--- config.mk ---
export PLATFORM = sky130hd
export DESIGN_NAME = alu_pipe
export DESIGN_NICKNAME = d
export VERILOG_FILES = /design/src/rtl/alu_pipe_pkg.sv /design/src/rtl/alu_pipe_mul.sv /design/src/rtl/alu_pipe.sv
export SDC_FILE = /design/constraint.sdc
export NUM_CORES = 1
export LEC_CHECK = 0
export CORE_MARGIN = 3
export CORE_UTILIZATION = 28
export DETAILED_ROUTE_END_ITERATION = 7
export PLACE_DENSITY_LB_ADDON = 0.15
export SLEW_MARGIN = 10
export SYNTH_ARGS = -nofsm -noshare
export SYNTH_HDL_FRONTEND = slang
export SYNTH_SLANG_ARGS = --single-unit
--- constraint.sdc ---
create_clock -name clk -period 2.3 [get_ports clk]
set_clock_uncertainty 0.05 [all_clocks]
set_input_delay 0.46 -clock clk [delete_from_list [all_inputs] [get_ports clk]]
set_output_delay 0.46 -clock clk [all_outputs]
set_load 0.01 [all_outputs]
--- src/rtl/alu_pipe_pkg.sv ---
// alu_pipe_pkg -- shared definitions for the alu_pipe block.
//   op_e        : 4-bit operation codes (ADD .. MFLO)
//   state_e     : issue state machine states (IDLE, MUL)
//   OP_W        : op-code width
//   shamt_bits(): number of low B-operand bits used as a shift amount
package alu_pipe_pkg;

    localparam int unsigned OP_W = 4;

    typedef enum logic [OP_W-1:0] {
        OP_ADD   = 4'd0,
        OP_SUB   = 4'd1,
        OP_AND   = 4'd2,
        OP_OR    = 4'd3,
        OP_XOR   = 4'd4,
        OP_NOR   = 4'd5,
        OP_SLT   = 4'd6,
        OP_SLTU  = 4'd7,
        OP_SLL   = 4'd8,
        OP_SRL   = 4'd9,
        OP_SRA   = 4'd10,
        OP_LUI   = 4'd11,
        OP_MULT  = 4'd12,
        OP_MULTU = 4'd13,
        OP_MFHI  = 4'd14,
        OP_MFLO  = 4'd15
    } op_e;

    typedef enum logic [0:0] {
        ST_IDLE = 1'b0,
        ST_MUL  = 1'b1
    } state_e;

    function automatic int unsigned shamt_bits(input int unsigned width);
        return $clog2(width);
    endfunction

endpackage

--- src/rtl/alu_pipe_mul.sv ---
// alu_pipe_mul -- iterative shift-add multiplier, one multiplier bit per cycle.
// Ports:
//   clk, reset_n        : clock, asynchronous active-low reset
//   start               : load operands and begin (ignored while busy)
//   signed_en           : treat a/b as two's complement
//   a, b                : WIDTH-bit operands
//   busy                : iteration in progress (WIDTH cycles after start)
//   done                : high during the last iteration cycle; product valid then
//   product             : 2*WIDTH-bit product, valid while done is high
module alu_pipe_mul #(
    parameter int unsigned WIDTH = 32
) (
    input  logic               clk,
    input  logic               reset_n,
    input  logic               start,
    input  logic               signed_en,
    input  logic [WIDTH-1:0]   a,
    input  logic [WIDTH-1:0]   b,
    output logic               busy,
    output logic               done,
    output logic [2*WIDTH-1:0] product
);
    localparam int unsigned CW = $clog2(WIDTH);

    logic [2*WIDTH-1:0] mcand;
    logic [2*WIDTH-1:0] acc;
    logic [2*WIDTH-1:0] acc_nxt;
    logic [WIDTH-1:0]   mplier;
    logic [WIDTH-1:0]   a_mag;
    logic [WIDTH-1:0]   b_mag;
    logic [CW-1:0]      cnt;
    logic               neg;

    // Signed multiply runs on magnitudes; the sign is re-applied at the end.
    // The most negative value's magnitude still fits as an unsigned WIDTH-bit number.
    assign a_mag = (signed_en && a[WIDTH-1]) ? -a : a;
    assign b_mag = (signed_en && b[WIDTH-1]) ? -b : b;

    assign acc_nxt = mplier[0] ? (acc + mcand) : acc;
    assign done    = busy && (cnt == CW'(WIDTH - 1));
    // Product includes the final partial sum so the caller can capture it on done.
    assign product = neg ? -acc_nxt : acc_nxt;

    always_ff @(posedge clk or negedge reset_n) begin
        if (!reset_n) begin
            mcand  <= '0;
            acc    <= '0;
            mplier <= '0;
            cnt    <= '0;
            neg    <= 1'b0;
            busy   <= 1'b0;
        end else if (start && !busy) begin
            mcand  <= {{WIDTH{1'b0}}, a_mag};
            acc    <= '0;
            mplier <= b_mag;
            cnt    <= '0;
            neg    <= signed_en && (a[WIDTH-1] ^ b[WIDTH-1]);
            busy   <= 1'b1;
        end else if (busy) begin
            acc    <= acc_nxt;
            mcand  <= mcand << 1;
            mplier <= mplier >> 1;
            cnt    <= cnt + CW'(1);
            if (done) begin
                busy <= 1'b0;
            end
        end
    end

endmodule

--- src/rtl/alu_pipe.sv ---
// alu_pipe -- single-issue ALU with a one-entry registered output stage.
// Ops 0-11, 14, 15 complete with latency 1; MULT/MULTU run an iterative
// multiplier for WIDTH cycles and return LO, writing HI/LO.
// Build option: define ALU_PIPE_MULT_EN to include the multiplier, HI/LO and
// the MUL state. Without it, ops 12-15 complete in one cycle as illegal
// (result 0, zero 1, illegal 1).
// Ports:
//   clk, reset_n         : clock, asynchronous active-low reset
//   in_valid / in_ready  : request handshake
//   op, src_sel, a, b_src: op code, B-source select, operand A, packed B sources
//   out_valid / out_ready: result handshake
//   result, zero, illegal: registered result, result==0, unsupported op
module alu_pipe
    import alu_pipe_pkg::*;
#(
    parameter int unsigned WIDTH = 32,
    parameter int unsigned NSRC  = 2
) (
    input  logic                    clk,
    input  logic                    reset_n,
    input  logic                    in_valid,
    output logic                    in_ready,
    input  logic [OP_W-1:0]         op,
    input  logic [$clog2(NSRC)-1:0] src_sel,
    input  logic [WIDTH-1:0]        a,
    input  logic [NSRC*WIDTH-1:0]   b_src,
    output logic                    out_valid,
    input  logic                    out_ready,
    output logic [WIDTH-1:0]        result,
    output logic                    zero,
    output logic                    illegal
);
    localparam int unsigned SW  = $clog2(NSRC);
    localparam int unsigned SHW = shamt_bits(WIDTH);

    op_e              opc;
    state_e           state;
    state_e           state_nxt;
    logic [WIDTH-1:0] b;
    logic [SHW-1:0]   shamt;
    logic             accept;
    logic [WIDTH-1:0] alu_res;
    logic             alu_ill;
    logic             load;
    logic [WIDTH-1:0] load_res;
    logic             load_ill;

`ifdef ALU_PIPE_MULT_EN
    logic               is_mul;
    logic               mul_start;
    logic               mul_busy;
    logic               mul_done;
    logic [2*WIDTH-1:0] mul_prod;
    logic [WIDTH-1:0]   hi;
    logic [WIDTH-1:0]   lo;
`endif

    assign opc = op_e'(op);

    // Out-of-range selects fall back to source 0.
    always_comb begin
        b = b_src[WIDTH-1:0];
        for (int unsigned k = 1; k < NSRC; k++) begin
            if (src_sel == SW'(k)) begin
                b = b_src[k*WIDTH +: WIDTH];
            end
        end
    end

    assign shamt    = b[SHW-1:0];
    assign in_ready = (state == ST_IDLE) && (!out_valid || out_ready);
    assign accept   = in_valid && in_ready;

    always_comb begin
        alu_res = '0;
        alu_ill = 1'b0;
        case (opc)
            OP_ADD:  alu_res = a + b;
            OP_SUB:  alu_res = a - b;
            OP_AND:  alu_res = a & b;
            OP_OR:   alu_res = a | b;
            OP_XOR:  alu_res = a ^ b;
            OP_NOR:  alu_res = ~(a | b);
            OP_SLT:  alu_res = {{(WIDTH-1){1'b0}}, ($signed(a) < $signed(b))};
            OP_SLTU: alu_res = {{(WIDTH-1){1'b0}}, (a < b)};
            OP_SLL:  alu_res = a << shamt;
            OP_SRL:  alu_res = a >> shamt;
            OP_SRA:  alu_res = $signed(a) >>> shamt;
            OP_LUI:  alu_res = b << (WIDTH / 2);
`ifdef ALU_PIPE_MULT_EN
            OP_MFHI: alu_res = hi;
            OP_MFLO: alu_res = lo;
            default: alu_res = '0;
`else
            default: alu_ill = 1'b1;
`endif
        endcase
    end

`ifdef ALU_PIPE_MULT_EN
    assign is_mul    = (opc == OP_MULT) || (opc == OP_MULTU);
    assign mul_start = accept && is_mul;

    alu_pipe_mul #(
        .WIDTH (WIDTH)
    ) u_mul (
        .clk       (clk),
        .reset_n   (reset_n),
        .start     (mul_start),
        .signed_en (opc == OP_MULT),
        .a         (a),
        .b         (b),
        .busy      (mul_busy),
        .done      (mul_done),
        .product   (mul_prod)
    );

    always_ff @(posedge clk or negedge reset_n) begin
        if (!reset_n) begin
            hi <= '0;
            lo <= '0;
        end else if (mul_done) begin
            hi <= mul_prod[2*WIDTH-1:WIDTH];
            lo <= mul_prod[WIDTH-1:0];
        end
    end
`endif

    always_comb begin
        state_nxt = state;
`ifdef ALU_PIPE_MULT_EN
        case (state)
            ST_IDLE: if (mul_start) state_nxt = ST_MUL;
            ST_MUL:  if (mul_done || !mul_busy) state_nxt = ST_IDLE;
            default: state_nxt = ST_IDLE;
        endcase
`else
        state_nxt = ST_IDLE;
`endif
    end

    always_ff @(posedge clk or negedge reset_n) begin
        if (!reset_n) begin
            state <= ST_IDLE;
        end else begin
            state <= state_nxt;
        end
    end

    // A multiply issue frees the output slot at acceptance; the slot is
    // refilled from the multiplier when it finishes (no issue is possible
    // in between, so the two load sources never collide).
    always_comb begin
        load     = accept;
        load_res = alu_res;
        load_ill = alu_ill;
`ifdef ALU_PIPE_MULT_EN
        if (is_mul) begin
            load = 1'b0;
        end
        if (mul_done) begin
            load     = 1'b1;
            load_res = mul_prod[WIDTH-1:0];
            load_ill = 1'b0;
        end
`endif
    end

    always_ff @(posedge clk or negedge reset_n) begin
        if (!reset_n) begin
            out_valid <= 1'b0;
            result    <= '0;
            zero      <= 1'b1;
            illegal   <= 1'b0;
        end else if (load) begin
            out_valid <= 1'b1;
            result    <= load_res;
            zero      <= (load_res == '0);
            illegal   <= load_ill;
        end else if (out_ready) begin
            out_valid <= 1'b0;
        end
    end

endmodule

==> flow_metrics.env <==
export IMPL_drc=0
export IMPL_crit_fanout=5
export IMPL_ctsHtreeMaxLevel=2
export IMPL_grt_pass1_wl_um=117000
export IMPL_hold_violations=0
export IMPL_critPathKind="in -> reg"
export IMPL_rrSetupSlack_ps=150
export IMPL_synth_main_ff_cell="dfrtp_1"
export IMPL_grt_pass1_vias=17007
export IMPL_grt_usage=0.352
export IMPL_antenna_found_initial=3
export IMPL_power_per_cell_area_nw_per_um2=386
export IMPL_rsz0062_at_grt="true"
export IMPL_synth_xor_area_share=0.00974
export IMPL_tritoncts="done"
export IMPL_final_common_cell="buf_4"
export IMPL_setup_viol=33
export IMPL_pin_count=141
export IMPL_synth_edf_count=0
export IMPL_timing_fmax_ghz=0.248
export IMPL_wl_per_cell_um=27.4
export IMPL_cp_arrival_ps=4180
export IMPL_cts_max_path_buffers=2
export IMPL_cts_clk_slew_worst_paths_ps=60
export IMPL_drt_initial_drc_count=1765
export IMPL_gp_congestion=1.01
export IMPL_coreArea_sq_um=41000
export IMPL_synth_compound_area_frac=0.369
export IMPL_status="finished with violations"
export IMPL_synthMuxAreaShare=0.170
export IMPL_clock_latency_ps=280
export IMPL_fin_nets=2625
export IMPL_ff2ff_path_depth=10
export IMPL_ys_types=92
export IMPL_power_mw=8.42
export IMPL_reg2reg_from="out_valid"
export IMPL_cts_hold_buf=0
export IMPL_first_pass_iters=6
export IMPL_syn_avg_cell_area_sq_um=7.24
export IMPL_setup_slack_ps=-1740
export IMPL_leakage_nw=9.67
export IMPL_synth_simple_area_share=0.185
export IMPL_fin_cells=2954
export IMPL_synthCells=1615
export IMPL_final_max_slew_violation_count=0
export IMPL_clock_sinks=35
export IMPL_via_per_inst=5.87
export IMPL_grt_max_degree=42
export IMPL_worst_pin_slew_ps=900
export IMPL_synthAdderAreaFrac=0.108
export IMPL_syn_to_final_growth_pct=86.7
export IMPL_syn_area_sq_um=11700
export IMPL_fin_crit_sh=1.76
export IMPL_cts_buffers=5
export IMPL_min_path_type="in -> async"
export IMPL_die_y_um=210
export IMPL_r2r_end="zero"
export IMPL_dp_slack_ps=-2510
export IMPL_place_area_sq_um=18800
export IMPL_vdd_ir_drop_worst_mv=0.346
export IMPL_startpoint_type="input port"
export IMPL_layout_drive_gt1_share=0.482
export IMPL_failed_checks="negative setup slack"
export IMPL_ys_seq_elements=35
export IMPL_synth_top_family_by_area="compound AO/OA/AOI/OAI gates"
export IMPL_syn_nets=1820
export IMPL_routed_wl_um=80900
export IMPL_relSlewSlack=0.400
export IMPL_final_cell_area_sq_um=21800
export IMPL_ys_async_sr_fraction=1.00
export IMPL_dp_cells=2875
export IMPL_worstPathRequired_ps=2440
export IMPL_postLayoutCoreUtil=0.532
export IMPL_hpwl_um=66200
export IMPL_port_buffers=140
export IMPL_rows=74
export IMPL_initial_core_util=0.285
export IMPL_layout_common_cells="buf_4, nand2_1, clkdlybuf4s50_1, nor2_1, a21oi_1"
export IMPL_finalCriticalPeriod_ps=4040
export IMPL_ys_warnings_count=0
export IMPL_cap_violations=0
export IMPL_cts_root_buf="clkbuf_16"
export IMPL_synth_seq_area_share=0.0751
export IMPL_die_area_sq_um=44200
export IMPL_cp_end_kind="flip-flop"
export IMPL_fill_cells=3940
export IMPL_die_width_um=210
export IMPL_overflow=0
export IMPL_ant_nets=0
export IMPL_vias=17352
==> routing by layer <==
metal  up-vias  track usage  wire length, um
met5         -            0               27
met2       856        0.545            35600
met3       184       0.0342             5810
met1      8489        0.493            34600
met4         4        0.167             4830
li1       7819            -                -
==> synthesized netlist by cell type (9+ instances only) <==
master / number / area share
inv_1: 94 / 0.030
dfrtp_1: 34 / 0.073
nor2b_1: 13 / 0.0070
a221o_1: 11 / 0.0094
a22oi_1: 17 / 0.011
and2_1: 12 / 0.0064
ha_1: 98 / 0.10
nor4_1: 15 / 0.0080
a221oi_1: 27 / 0.020
a31oi_1: 32 / 0.017
nor2_1: 112 / 0.036
mux2i_1: 93 / 0.080
nand4_1: 12 / 0.0064
o21ai_0: 117 / 0.050
o31ai_1: 21 / 0.013
or2_2: 12 / 0.0064
nand2b_1: 12 / 0.0064
buf_1: 9 / 0.0029
a211oi_1: 29 / 0.019
nand2_1: 160 / 0.051
a22o_1: 24 / 0.018
o22ai_1: 23 / 0.012
a21o_1: 17 / 0.011
buf_2: 21 / 0.0090
o21bai_1: 9 / 0.0058
o21a_1: 16 / 0.010
mux2_2: 13 / 0.013
mux4_2: 35 / 0.067
o211ai_1: 38 / 0.024
a21oi_1: 140 / 0.060
clkbuf_1: 86 / 0.028
o221ai_1: 9 / 0.0067
nor3_1: 34 / 0.015
a222oi_1: 11 / 0.0094
and3_1: 9 / 0.0048
xnor2_1: 12 / 0.0090
nand3_1: 42 / 0.018
==> where the power goes <==
| part | internal, mW | switching (mW) | leakage, nW | total, mW |
|---|---|---|---|---|
| Combinational | 3.36 | 3.61 | 9.15 | 6.97 |
| Sequential | 0.722 | 0.0620 | 0.449 | 0.784 |
| Clock | 0.401 | 0.263 | 0.0679 | 0.664 |
| Total | 4.48 | 3.94 | 9.67 | 8.42 |
==> sequential cells by signal, summed over array words and instances, names as in the netlist <==
signal	count
illegal	1
out_valid	1
result	32
zero	1
==> worst max-delay path: stages <==
cell and delay [ps]:
buf_12 110, buf_12 140, mux2i_4 210, buf_6 150, buf_6 120, buf_6 110, fa_2 380, nor2b_4 170
o31ai_4 110, a211o_1 310, a31o_2 220, a211oi_4 200, o21ai_1 130, and4b_1 270, nand4_1 250, nor4_2 390
nand4_1 180, o31ai_2 250
==> cell type report <==
class	count	area, sq um	area share
Clock inverter	1	5.00	0.000229
Inverter	101	412	0.0189
Sequential cell	35	877	0.0402
Multi-Input combinational cell	1353	12000	0.549
Antenna cell	1	2.50	0.000115
Clock buffer	7	133	0.00608
Timing Repair Buffer	924	7750	0.355
Tap cell	532	666	0.0305
==> how the worst max path moves through the flow <==
stage	slack, ps	from	to	cells past startpoint
final	-1740	src_sel	zero	18
after global routing	-1780	src_sel	zero	19
after CTS	-1680	src_sel	zero	19
after detailed placement	-2510	b_src[2]	zero	15
after global placement	-2510	b_src[2]	zero	18
after floorplan	-1920	src_sel	zero	20
==> cells by family (layout without fill, tap and decap cells) <==
family,count (synthesis),count (layout)
AOI/OAI and AO/OA,634,634
and+or+nand+nor,460,460
buffers and inverters,227,1033
muxes,146,146
adders and majority gates,100,100
DFF,35,35
xor gates and xnor gates,13,13
other,0,1
==> through the flow <==
stage          hold slack, ps  setup TNS [ps]
6_report                  206          -37670
5_1_grt                   275          -39980
4_1_cts                   233          -36920
3_5_place_dp              423          -60360
3_3_place_gp              420          -60380
2_1_floorplan             114          -41520
==> timing repair <==
action,in CTS,in global routing
setup buffers,44,42
endpoints found under the setup margin,33,33
cloned,1,0
gates resized for setup,309,221
pin swaps,87,108
Power figures use the tool's default switching activity.
